<file path="config.mk">
export PLATFORM = sky130hd
export DESIGN_NAME = alu_op_sequencer
export DESIGN_NICKNAME = d
export VERILOG_FILES = /design/src/rtl/alu_op_sequencer.sv
export SDC_FILE = /design/constraint.sdc
export NUM_CORES = 1
export LEC_CHECK = 0
export BUFFER_PORTS_ARGS = -buffer_cell sky130_fd_sc_hd__clkbuf_2
export CAP_MARGIN = 30
export CORE_ASPECT_RATIO = 0.5
export CORE_MARGIN = 2
export CORE_UTILIZATION = 50
export CTS_BUF_LIST = sky130_fd_sc_hd__clkbuf_2
export DETAILED_ROUTE_END_ITERATION = 12
export PLACE_DENSITY = 0.78
export SETUP_SLACK_MARGIN = 0.4
export SYNTH_ARGS = -nofsm -noshare
export SYNTH_HDL_FRONTEND = slang
export SYNTH_SLANG_ARGS = --single-unit
</file>
<file path="constraint.sdc">
create_clock -name clk -period 8.65 [get_ports clk]
set_clock_uncertainty 0.1 [all_clocks]
set_input_delay 0.4325 -clock clk [delete_from_list [all_inputs] [get_ports clk]]
set_output_delay 0.4325 -clock clk [all_outputs]
set_load 0.005 [all_outputs]
</file>
<file path="src/rtl/alu_op_sequencer.sv">
// -----------------------------------------------------------------------------
// alu_op_sequencer
//
// Command-side master for an external combinational ALU. One command is taken
// over a valid/ready handshake and the ALU is then driven one pass per clock
// through registered alu_sel/alu_a/alu_b. The ALU result is captured at the end
// of each pass, and the final pass is returned as a held response.
//
// The ALU has no multi-bit shift and no subtract, so these are built from
// several passes:
//   SHL/SHR by N : N iterated 1-bit shifts, each pass feeding y back into a.
//                  A count of 0 becomes a single OR pass with b=0, giving a.
//   SUB a-b      : ~b (NOT pass), a + ~b (ADD pass), then +1 (ADD pass).
//
// Ports
//   clk, rst             clock (rising edge); asynchronous active-high reset
//   cmd_valid/cmd_ready  command handshake; cmd_ready = idle and not in reset
//   cmd_op/a/b/cnt       opcode, operands, shift count (SHL/SHR only)
//   alu_sel/a/b          registered drive to the ALU
//   alu_y/alu_zero       combinational ALU result for the current pass
//   rsp_valid/rsp_ready  response handshake; rsp_* hold until consumed
//   rsp_data/rsp_zero    result and zero flag of the final ALU pass
//   rsp_carry            only with ALU_SEQ_CARRY_EN: carry-out (ADD) or last
//                        bit shifted out (SHL/SHR), 0 for every other op
//
// Configuration macro: ALU_SEQ_CARRY_EN (adds rsp_carry and its logic).
// -----------------------------------------------------------------------------
module alu_op_sequencer #(
  parameter int WIDTH = 32,
  parameter int CNT_W = 5
) (
  input  logic             clk,
  input  logic             rst,
  input  logic             cmd_valid,
  output logic             cmd_ready,
  input  logic [2:0]       cmd_op,
  input  logic [WIDTH-1:0] cmd_a,
  input  logic [WIDTH-1:0] cmd_b,
  input  logic [CNT_W-1:0] cmd_cnt,
  output logic [2:0]       alu_sel,
  output logic [WIDTH-1:0] alu_a,
  output logic [WIDTH-1:0] alu_b,
  input  logic [WIDTH-1:0] alu_y,
  input  logic             alu_zero,
  output logic             rsp_valid,
  input  logic             rsp_ready,
  output logic [WIDTH-1:0] rsp_data,
  output logic             rsp_zero
`ifdef ALU_SEQ_CARRY_EN
  ,
  output logic             rsp_carry
`endif
);

  // Command opcodes. OR..SHR share their encoding with the ALU select field,
  // so single-pass ops and shift passes drive the opcode straight through.
  localparam logic [2:0] OP_OR  = 3'b000;
  localparam logic [2:0] OP_AND = 3'b001;
  localparam logic [2:0] OP_ADD = 3'b010;
  localparam logic [2:0] OP_XOR = 3'b011;
  localparam logic [2:0] OP_NOT = 3'b100;
  localparam logic [2:0] OP_SHL = 3'b101;
  localparam logic [2:0] OP_SHR = 3'b110;
  localparam logic [2:0] OP_SUB = 3'b111;

  typedef enum logic [2:0] {
    S_IDLE,
    S_PASS,
    S_SUB_NOT,
    S_SUB_ADD,
    S_SUB_INC,
    S_DONE
  } state_t;

  state_t           state_reg;
  logic [2:0]       op_reg;   // accepted opcode
  logic [WIDTH-1:0] a_reg;    // accepted a; needed again in the SUB ADD pass
  logic [CNT_W-1:0] cnt_reg;  // remaining shift passes, including the current one

  logic is_shift;
  logic shift_more;
  logic capture;

  // Accept only while idle; forced low during reset so nothing can be taken
  // on the edge that releases it.
  assign cmd_ready = (state_reg == S_IDLE) & ~rst;

  assign is_shift = (op_reg == OP_SHL) || (op_reg == OP_SHR);

  // Another shift pass is needed when more than the current pass remains.
  // A zero count runs as an OR pass and never loops, since cnt_reg is 0.
  assign shift_more = (state_reg == S_PASS) && is_shift && (cnt_reg > CNT_W'(1));

  // The current pass is the last one of the op: its y/zero become the response.
  assign capture = ((state_reg == S_PASS) && !shift_more) || (state_reg == S_SUB_INC);

  always_ff @(posedge clk or posedge rst) begin
    if (rst) begin
      state_reg <= S_IDLE;
      op_reg    <= '0;
      a_reg     <= '0;
      cnt_reg   <= '0;
      alu_sel   <= '0;
      alu_a     <= '0;
      alu_b     <= '0;
      rsp_valid <= 1'b0;
      rsp_data  <= '0;
      rsp_zero  <= 1'b0;
    end else begin
      case (state_reg)
        S_IDLE: begin
          if (cmd_valid) begin
            op_reg  <= cmd_op;
            a_reg   <= cmd_a;
            cnt_reg <= cmd_cnt;
            case (cmd_op)
              OP_SHL, OP_SHR: begin
                // A zero-count shift still makes one pass, returning a unchanged.
                alu_sel   <= (cmd_cnt != '0) ? cmd_op : OP_OR;
                alu_a     <= cmd_a;
                alu_b     <= '0;
                state_reg <= S_PASS;
              end
              OP_SUB: begin
                // First SUB pass inverts b, so b rides on the ALU a input.
                alu_sel   <= OP_NOT;
                alu_a     <= cmd_b;
                alu_b     <= '0;
                state_reg <= S_SUB_NOT;
              end
              default: begin
                alu_sel   <= cmd_op;
                alu_a     <= cmd_a;
                alu_b     <= cmd_b;
                state_reg <= S_PASS;
              end
            endcase
          end
        end

        S_PASS: begin
          if (shift_more) begin
            // Feed the 1-bit shifted value back for the next pass.
            alu_a   <= alu_y;
            cnt_reg <= cnt_reg - CNT_W'(1);
          end else begin
            state_reg <= S_DONE;
          end
        end

        S_SUB_NOT: begin
          // a + ~b
          alu_sel   <= OP_ADD;
          alu_a     <= a_reg;
          alu_b     <= alu_y;
          state_reg <= S_SUB_ADD;
        end

        S_SUB_ADD: begin
          // (a + ~b) + 1 completes the two's-complement subtract.
          alu_sel   <= OP_ADD;
          alu_a     <= alu_y;
          alu_b     <= WIDTH'(1);
          state_reg <= S_SUB_INC;
        end

        S_SUB_INC: begin
          state_reg <= S_DONE;
        end

        S_DONE: begin
          if (rsp_ready) begin
            rsp_valid <= 1'b0;
            state_reg <= S_IDLE;
          end
        end

        default: begin
          state_reg <= S_IDLE;
        end
      endcase

      // Response registers load only at the end of the final pass and then
      // hold through DONE until the consumer takes them.
      if (capture) begin
        rsp_valid <= 1'b1;
        rsp_data  <= alu_y;
        rsp_zero  <= alu_zero;
      end
    end
  end

`ifdef ALU_SEQ_CARRY_EN
  logic carry_next;

  // Carry of the final pass. Only single-pass ADD and shift passes produce
  // one; SUB finishes in SUB_INC and so always reports 0.
  always_comb begin
    carry_next = 1'b0;
    if (state_reg == S_PASS) begin
      case (op_reg)
        OP_ADD: carry_next = (alu_a[WIDTH-1] & alu_b[WIDTH-1]) |
                             ((alu_a[WIDTH-1] | alu_b[WIDTH-1]) & ~alu_y[WIDTH-1]);
        // The bit leaving the word on this 1-bit pass; none for a zero count.
        OP_SHL: carry_next = (cnt_reg != '0) & alu_a[WIDTH-1];
        OP_SHR: carry_next = (cnt_reg != '0) & alu_a[0];
        default: carry_next = 1'b0;
      endcase
    end
  end

  always_ff @(posedge clk or posedge rst) begin
    if (rst) begin
      rsp_carry <= 1'b0;
    end else if (capture) begin
      rsp_carry <= carry_next;
    end
  end
`endif

endmodule

</file>
# Yosys cells after proc, flatten, opt, wreduce, memory -nomap -nowiden
# Cells that the tools add are included.
[totals] wordCells=74 in_bits=109 register_bits=144
[op_classes] n_mux=22 addsub=1 bitwise_logic=2 eq_ne=14 order_cmp=1 n_reduce_logical=24
[op_table] operator="$mux 32" n=5
[op_table] operator="$pmux 32 s4" n=1
[op_table] operator="$pmux 32 s3" n=1
[op_table] operator="$eq 3x3->1 const B" n=7
[op_table] operator="$pmux 3 s6" n=1
[op_table] operator="$mux 3" n=5
[op_table] operator="$pmux 3 s2" n=2
[op_table] operator="$mux 5" n=2
[op_table] operator="$pmux 5 s2" n=1
[op_table] operator="$reduce_and 3->1" n=3
[op_table] operator="$ne 2x2->1 const B" n=4
[op_table] operator="$reduce_and 2->1" n=4
[op_table] operator="$reduce_bool 2->1" n=4
[op_table] operator="$eq 3x2->1 const B" n=2
[op_table] operator="$gt 5x1->1 const B" n=1
[op_table] operator="$reduce_bool 5->1" n=1
[op_table] operator="$sub 5x1->5 const B" n=1
[op_table] operator="$reduce_bool 4->1" n=1
[op_table] operator="$reduce_or 2->1" n=2
[op_table] operator="$eq 3x1->1 const B" n=1
[op_table] operator="$logic_and 1x1->1" n=3
[op_table] operator="$logic_not 3->1" n=1
[op_table] operator="$mux 1" n=3
[op_table] operator="$reduce_bool 3->1" n=1
[op_table] operator="6 further kinds" n=7

# Logic depth before layout (Yosys ltp)
# Gate-level depths: netlist of run 1.
[logic_depth] word_depth=9 ltp_mapped=7 mapped_depth_nobuf=6

# Least setup slack after synthesis of run 1
# Ideal clock, no wire load.
[synth_timing] kind="register to register" from="reg cnt_reg[0]" to="reg alu_a[0]" path_slack_ns=6.726 synth_period_minus_slack_ns=1.924 path_buffers=1 arrival_ns=1.699 path_stages_with_launch=7 t_required_ns=8.425 setup_time_ns=0.125 cell_sequence="dfrtp_1 > ha_1 > o21ba_2 > o211ai_4 > o21ai_4 > buf_6 > mux2_4"
[synth_between] elab_chain_cells=4
[synth_lines] item="start: declaration" line_no="78" rtl="logic [CNT_W-1:0] cnt_reg;"
[synth_lines] item="start signal: assignment" line_no="115" rtl="cnt_reg <= cmd_cnt;"
[synth_lines] item="start signal: assignment" line_no="145" rtl="cnt_reg <= cnt_reg - CNT_W'(1);"
[synth_lines] item="$gt 5x1->1" line_no="92" rtl="assign shift_more = (state_reg == S_PASS) && is_shift && (cnt_reg > CNT_W'(1));"
[synth_lines] item="$logic_and 1x1->1" line_no="92"
[synth_lines] item="$ne 2x2->1 (no source line)"
[synth_lines] item="$reduce_and 3->1 (no source line)"
[synth_lines] item="end signal: assignment" line_no="120" rtl="alu_a <= cmd_a;"
[synth_lines] item="end signal: assignment" line_no="127" rtl="alu_a <= cmd_b;"
[synth_lines] item="end signal: assignment" line_no="133" rtl="alu_a <= cmd_a;"
[synth_lines] item="end: declaration" line_no="41" rtl="output logic [WIDTH-1:0] alu_a,"
# No other way between the ends.
# A chain may end at the register's enable or synchronous reset.

# Worst setup path in the final report of run 1
[layout_timing] from="reg state_reg[2]" to="reg alu_a[12]"
[layout_between] elab_chain_cells=5 elab_cells_between_ends=11 cone_classes="eq/ne: 5; mux: 1; reduce/logical: 5"
[layout_lines] item="start: declaration" line_no="75" rtl="state_t state_reg;"
[layout_lines] item="start signal: assignment" line_no="99" rtl="state_reg <= S_IDLE;"
[layout_lines] item="start signal: assignment" line_no="122" rtl="state_reg <= S_PASS;"
[layout_lines] item="start signal: assignment" line_no="129" rtl="state_reg <= S_SUB_NOT;"
[layout_lines] item="$eq 3x1->1" line_no="92, 110"
[layout_lines] item="$logic_and 1x1->1 (2 in series)" line_no="92"
[layout_lines] item="$ne 2x2->1 (no source line)"
[layout_lines] item="$reduce_and 3->1 (no source line)"
# Parallel ways exist; a longest one is shown, timed or not.

==> results of run 1 <==
==> Yosys cell counts (5+ instances only) <==
library cell,number
nor3_1,14
inv_1,21
a22oi_1,31
clkbuf_1,30
a22o_1,32
o21ai_0,38
o22a_1,16
a311oi_1,12
mux2_4,30
a221o_1,32
mux2_2,15
nor2b_1,5
dfrtp_1,144
buf_2,15
nand2_1,147
mux2_1,8
o22ai_1,13
a21oi_1,5
nor2_1,5
==> layer usage <==
layer / vias up / track usage (%) / part of all wire, %
met4: 0 / 12.4 / 2.9
met3: 54 / 6.06 / 7.0
met1: 3204 / 37.6 / 42
met2: 337 / 49.2 / 49
met5: - / 0 / 0
li1: 3005 / - / -
==> report_power, final <==
| group | switching [mW] | internal, mW |
|---|---|---|
| logic | 0.733 | 0.744 |
| clock network | 0.254 | 0.164 |
| registers | 0.234 | 1.00 |
| total | 1.22 | 1.91 |
==> worst min-delay path: cells and delay by family <==
kind	cells	cell delay (ns)
buffers and inverters	1	0.14
AO/OA/AOI/OAI	2	0.23
==> cell families after synthesis <==
logic type	after synthesis	synth area share (%)
AND/OR/NAND/NOR	185	11.0
AO/OA/AOI/OAI	199	22.3
flip-flops	144	51.2
multiplexers	53	10.1
buffers and inverters	76	4.76
XOR/XNOR	3	0.373
adder cells (fa/ha/maj)	2	0.355
==> per-stage QoR <==
| step | instances | total power [mW] | worst slack [ns] |
|---|---|---|---|
| floorplan | 662 | 2.17 | 4.25 |
| global placement | 1020 | 2.61 | 5.73 |
| detailed placement | 1021 | 2.68 | 5.82 |
| CTS | 1150 | 3.12 | 5.79 |
| global route | 1150 | 3.35 | 5.56 |
| finish | 1151 | 3.13 | 5.73 |
==> layout make-up <==
class / instances / area, sq um / area share, %
antenna: 1 / 2.50 / 0.0265
clock buffer: 19 / 95.1 / 1.01
clock inverter: 13 / 164 / 1.74
inverter: 21 / 83.8 / 0.888
multi-input combinational: 442 / 3130 / 33.1
sequential: 144 / 3600 / 38.2
tap: 192 / 240 / 2.54
timing repair buffer: 319 / 2120 / 22.5
==> final timing paths <==
path	start	endpoint	slack, ns	cells past startpoint
max	state_reg[2]$_DFFE_PP0P_	alu_a[12]$_DFFE_PP0P_	5.73	5
min	alu_y[28]	alu_b[28]$_DFFE_PP0P_	0.06	3
max reg2reg	state_reg[2]$_DFFE_PP0P_	alu_a[12]$_DFFE_PP0P_	5.73	5
min reg2reg	a_reg[12]$_DFFE_PP0P_	a_reg[12]$_DFFE_PP0P_	0.40	2
max in group asynchronous	rst	alu_a[19]$_DFFE_PP0P_	6.83	4
min in group asynchronous	rst	cnt_reg[2]$_DFFE_PP0P_	0.34	3
==> repair_timing <==
item,CTS,global route
buffers inserted,0,0
hold buffers,97,0
endpoints found under the hold margin,213,0
==> impl_metrics.yaml, run 1 <==
clocking:
  ctsRootBufferMaster: "clkbuf_2"
  clkTransAtPathRegs_ns: 0.20
  cts_buffers: 17
  cts.sinks: 144
  cts_max_level: 4
  clk_path_buf_depth: 2
  cts_resized: 0
  clock_latency_ns: 0.68
  cts_tree: "built"
worst_setup_path:
  criticalPathCategory: "flop to flop"
  worst-path-buf-inv: 1
  arrival_ns: 3.38
  cp.required_ns: 9.11
  critical_path.max_fanout: 32
  cpLargestDelayFamily: "flip-flops"
  cpMaxStageDelayCell: "dfrtp_1"
  worstPathCellList: "nor2_1 > nand2_1 > o21ai_4 > buf_4 > mux2_2"
  critPathLaunchType: "flop"
  cp-end-kind: "flop"
  slowest_delay_ns: 0.78
die:
  coreArea_sq_mm: 0.0137
  rows: 30
  die_w_microns: 172
  initial_utilization_pct: 51.5
  top_level_ports: 211
  die_h_microns: 87.9
  dieArea_sq_mm: 0.0151
yosys:
  ys_types: 48
  async_reset_ff_share_pct: 100
  syn-num-nets: 773
  syn_area_per_cell_sq_um: 10.6
  syn_inst: 662
  ys_seq_elements: 144
  synth_edf_count: 0
  yosys_warnings: 0
  seq_area_frac_synth_pct: 51.2
  netlist_top_cells_area: "dfrtp_1, nand2_1, mux2_4, a221o_1, a22o_1"
  synth_top_area_share_pct: 51.2
  syn-cell-area_sq_mm: 0.00704
  yosys.area.top_type: "dfrtp_1"
  ys.flop_type: "dfrtp_1"
grt:
  grt_overflow: 0
  grt_pass1_wl_microns: 34100
  grt_pass1_vias: 6697
  grt_max_degree: 92
  antenna_found_initial: 0
  grtUsageTotal_pct: 29.3
power:
  vdd.ir_drop.worst_mv: 0.169
  p_leak_nw: 4.64
  power_density_mw_per_mm2: 332
final_layout:
  utilization_pct: 69.1
  nNetsFinal: 1056
  area_growth_pct: 34.0
  final_cell_mix: "clkbuf_2, nand2_1, dfrtp_1"
  num-fill-cells: 1053
  layout_commonest_cell: "clkbuf_2"
  fin_area_sq_mm: 0.00944
  layout-drive-gt1-share_pct: 32.6
placed_design:
  gp_congestion: 0.808
  dp_hpwl_microns: 13500
  port_buffers: 210
  placedInstanceArea_sq_mm: 0.00821
job:
  cap_violations: 0
min_path:
  holdCritPathClass: "primary input to flop"
sta:
  slew_viol_final: 0
  min_period_ns: 2.92
  rsz0062_at_grt: "false"
  tightest_slew_ns: 0.987
  whs_ns: 0.0632
  max_freq_mhz: 342
  hold_viol_final: 0
  finalSetupViolCount: 0
  timing.slew.headroom_pct: 34.1
  fin_tns_setup_ns: 0
  period_share_pct: 33.8
drt:
  viasPerCell: 5.73
  route.final.wire_length_microns: 21600
  antenna_left: 0
  drc: 0
  drt_iter0_drc: 493
  post_drt_wl_per_cell_microns: 18.8
  vias: 6600
  first_pass_iters: 5
status:
  status: "finished clean"
Power figures use the tool's default switching activity.
==> run 2, diff against run 1 <==
Settings changed: CORE_UTILIZATION 50 to 48.
Clock period 8.65 ns to 2.55 ns, I/O delays scaled along.
==> impl_metrics.yaml, run 2 (synthesized netlist as in run 1, its figures left out) <==
status:
  status: "finished clean"
die:
  rows: 31
  coreArea_sq_mm: 0.0144
  top_level_ports: 211
  die_h_microns: 89.7
  die_w_microns: 175
  initial_utilization_pct: 48.9
  dieArea_sq_mm: 0.0157
grt:
  grtUsageTotal_pct: 28.8
  grt_pass1_wl_microns: 35000
  antenna_found_initial: 2
  grt_pass1_vias: 6759
  grt_max_degree: 67
  grt_overflow: 0
sta:
  tightest_slew_ns: 0.614
  setup_ws_ns: 0.379
  fin_tns_setup_ns: 0
  period_share_pct: 85.1
  min_period_ns: 2.17
  finalSetupViolCount: 0
  whs_ns: 0.0522
  timing.slew.headroom_pct: 58.7
  rsz0062_at_grt: "false"
  max_freq_mhz: 461
  hold_viol_final: 0
  slew_viol_final: 0
worst_setup_path:
  slowest_delay_ns: 0.43
  reg2reg_from: "cnt_reg[1]$_DFFE_PP0P_"
  r2r-end: "alu_a[10]$_DFFE_PP0P_"
  worstPathCellList: "inv_2 > ha_2 > o21ba_4 > o211ai_4 > o21ai_4 > clkbuf_16 > mux2_4"
  worst-path-buf-inv: 2
  cpMaxStageDelayCell: "dfrtp_1"
  r2r_slack_ns: 0.38
  critPathLaunchType: "flop"
  critical_path.max_fanout: 8
  cp.required_ns: 3.04
  criticalPathCategory: "flop to flop"
  r2r_cells: 7
  cp-end-kind: "flop"
  cpLargestDelayFamily: "compound AO/OA/AOI/OAI gates"
  arrival_ns: 2.66
power:
  seq_power_share_pct: 36.8
  power_density_mw_per_mm2: 1140
  p_leak_nw: 4.87
  fin_total_pwr_mw: 11.3
  vdd.ir_drop.worst_mv: 0.501
  power_frac_clock_pct: 13.3
  p_sw_mw: 4.37
  pwr-share-comb_pct: 50.0
  swShare_pct: 38.6
  internal_power_mw: 6.96
clocking:
  cts.sinks: 144
  cts_tree: "built"
  cts_max_level: 4
  clk_path_buf_depth: 2
  clkTransAtPathRegs_ns: 0.24
  clock_latency_ns: 0.68
  cts_buffers: 17
  ctsRootBufferMaster: "clkbuf_2"
drt:
  post_drt_wl_per_cell_microns: 19.6
  antenna_left: 0
  drt_iter0_drc: 692
  first_pass_iters: 6
  route.final.wire_length_microns: 23500
  wl_met3_microns: 1980
  m1WireLength_microns: 9200
  vias: 6956
  highest_layer: "met4"
  wl_met2_microns: 11300
  viasPerCell: 5.81
  drc: 0
final_layout:
  num-fill-cells: 1061
  final_cell_mix: "clkbuf_2, nand2_1, dfrtp_1"
  nNetsFinal: 1094
  layout_commonest_cell: "clkbuf_2"
  utilization_pct: 69.2
  layout-drive-gt1-share_pct: 34.0
  area_growth_pct: 41.4
min_path:
  hold_end: "a_reg[16]$_DFFE_PP0P_"
  whs_path_depth: 4
  holdCritPathClass: "primary input to flop"
  min-delay-start: "cmd_a[16]"
placed_design:
  port_buffers: 210
  dp_hpwl_microns: 13900
  place_ws_ns: 0.311
  gp_congestion: 0.809
job:
  cap_violations: 0
[run 2: changes by cell type in the layout (fill, tap and decap cells not counted), moves of 2 or more]
cell	change
buf_12	+5
buf_4	+13
buf_6	+2
clkbuf_16	+3
clkinv_1	+3
clkinv_2	-3
diode_2	+3
dlygate4sd3_1	+14
inv_6	-2
nor2b_2	-2
nor2b_4	+2
[run 2: layer usage]
metal | GRT usage, % | up-vias
met5 | 0 | -
met4 | 16.1 | 0
met3 | 5.81 | 92
met2 | 47.9 | 437
met1 | 36.3 | 3347
li1 | - | 3080
[run 2: timing repair]
action                                  in CTS  in global routing
hold buffers                               111                  0
resized for setup                            3                 11
endpoints found under the setup margin      20                 72
cloned                                       0                  4
endpoints found under the hold margin      288                  0
setup buffers                                0                 10
pin swaps                                    0                  3
[run 2: how the worst max path moves through the flow]
stage	from	endpoint	cells past startpoint
3_5_place_dp	state_reg[2]$_DFFE_PP0P_	alu_b[20]$_DFFE_PP0P_	6
4_1_cts	cnt_reg[1]$_DFFE_PP0P_	alu_a[12]$_DFFE_PP0P_	7
2_1_floorplan	rst	a_reg[0]$_DFFE_PP0P_	1
6_report	cnt_reg[1]$_DFFE_PP0P_	alu_a[10]$_DFFE_PP0P_	7
3_3_place_gp	state_reg[0]$_DFFE_PP0P_	alu_a[24]$_DFFE_PP0P_	5
5_1_grt	cnt_reg[1]$_DFFE_PP0P_	alu_a[29]$_DFFE_PP0P_	7
[run 2: area by class of cell]
cell class / count / area, sq um / area share (%)
Multi-Input combinational cell: 442 / 3160 / 31.7
Clock inverter: 11 / 165 / 1.66
Tap cell: 198 / 248 / 2.49
Inverter: 21 / 82.6 / 0.829
Antenna cell: 4 / 10.0 / 0.101
Sequential cell: 144 / 3600 / 36.2
Timing Repair Buffer: 357 / 2590 / 26.0
Clock buffer: 20 / 100 / 1.01
[run 2: power by group through the flow]
| stage | clock network [mW] | registers [mW] | logic (mW) |
|---|---|---|---|
| after floorplan | 0 | 4.10 | 3.26 |
| after global placement | 0 | 4.09 | 4.92 |
| after detailed placement | 0 | 4.17 | 5.10 |
| after CTS | 1.50 | 4.11 | 5.27 |
| after global routing | 1.61 | 4.28 | 6.11 |
| final | 1.50 | 4.16 | 5.66 |
[run 2: tightest hold or removal path, stage by stage]
cell           delay (ns)
dlygate4sd3_1        0.53
clkbuf_2             0.11
nand2_1              0.05
nand2_1              0.04
[run 2: metrics by stage]
stage / cell area [sq um] / std cells
CTS: 9750 / 1179
detailed placement: 8360 / 1037
finish: 9960 / 1197
global placement: 8330 / 1036
global route: 9950 / 1195
floorplan: 7050 / 662
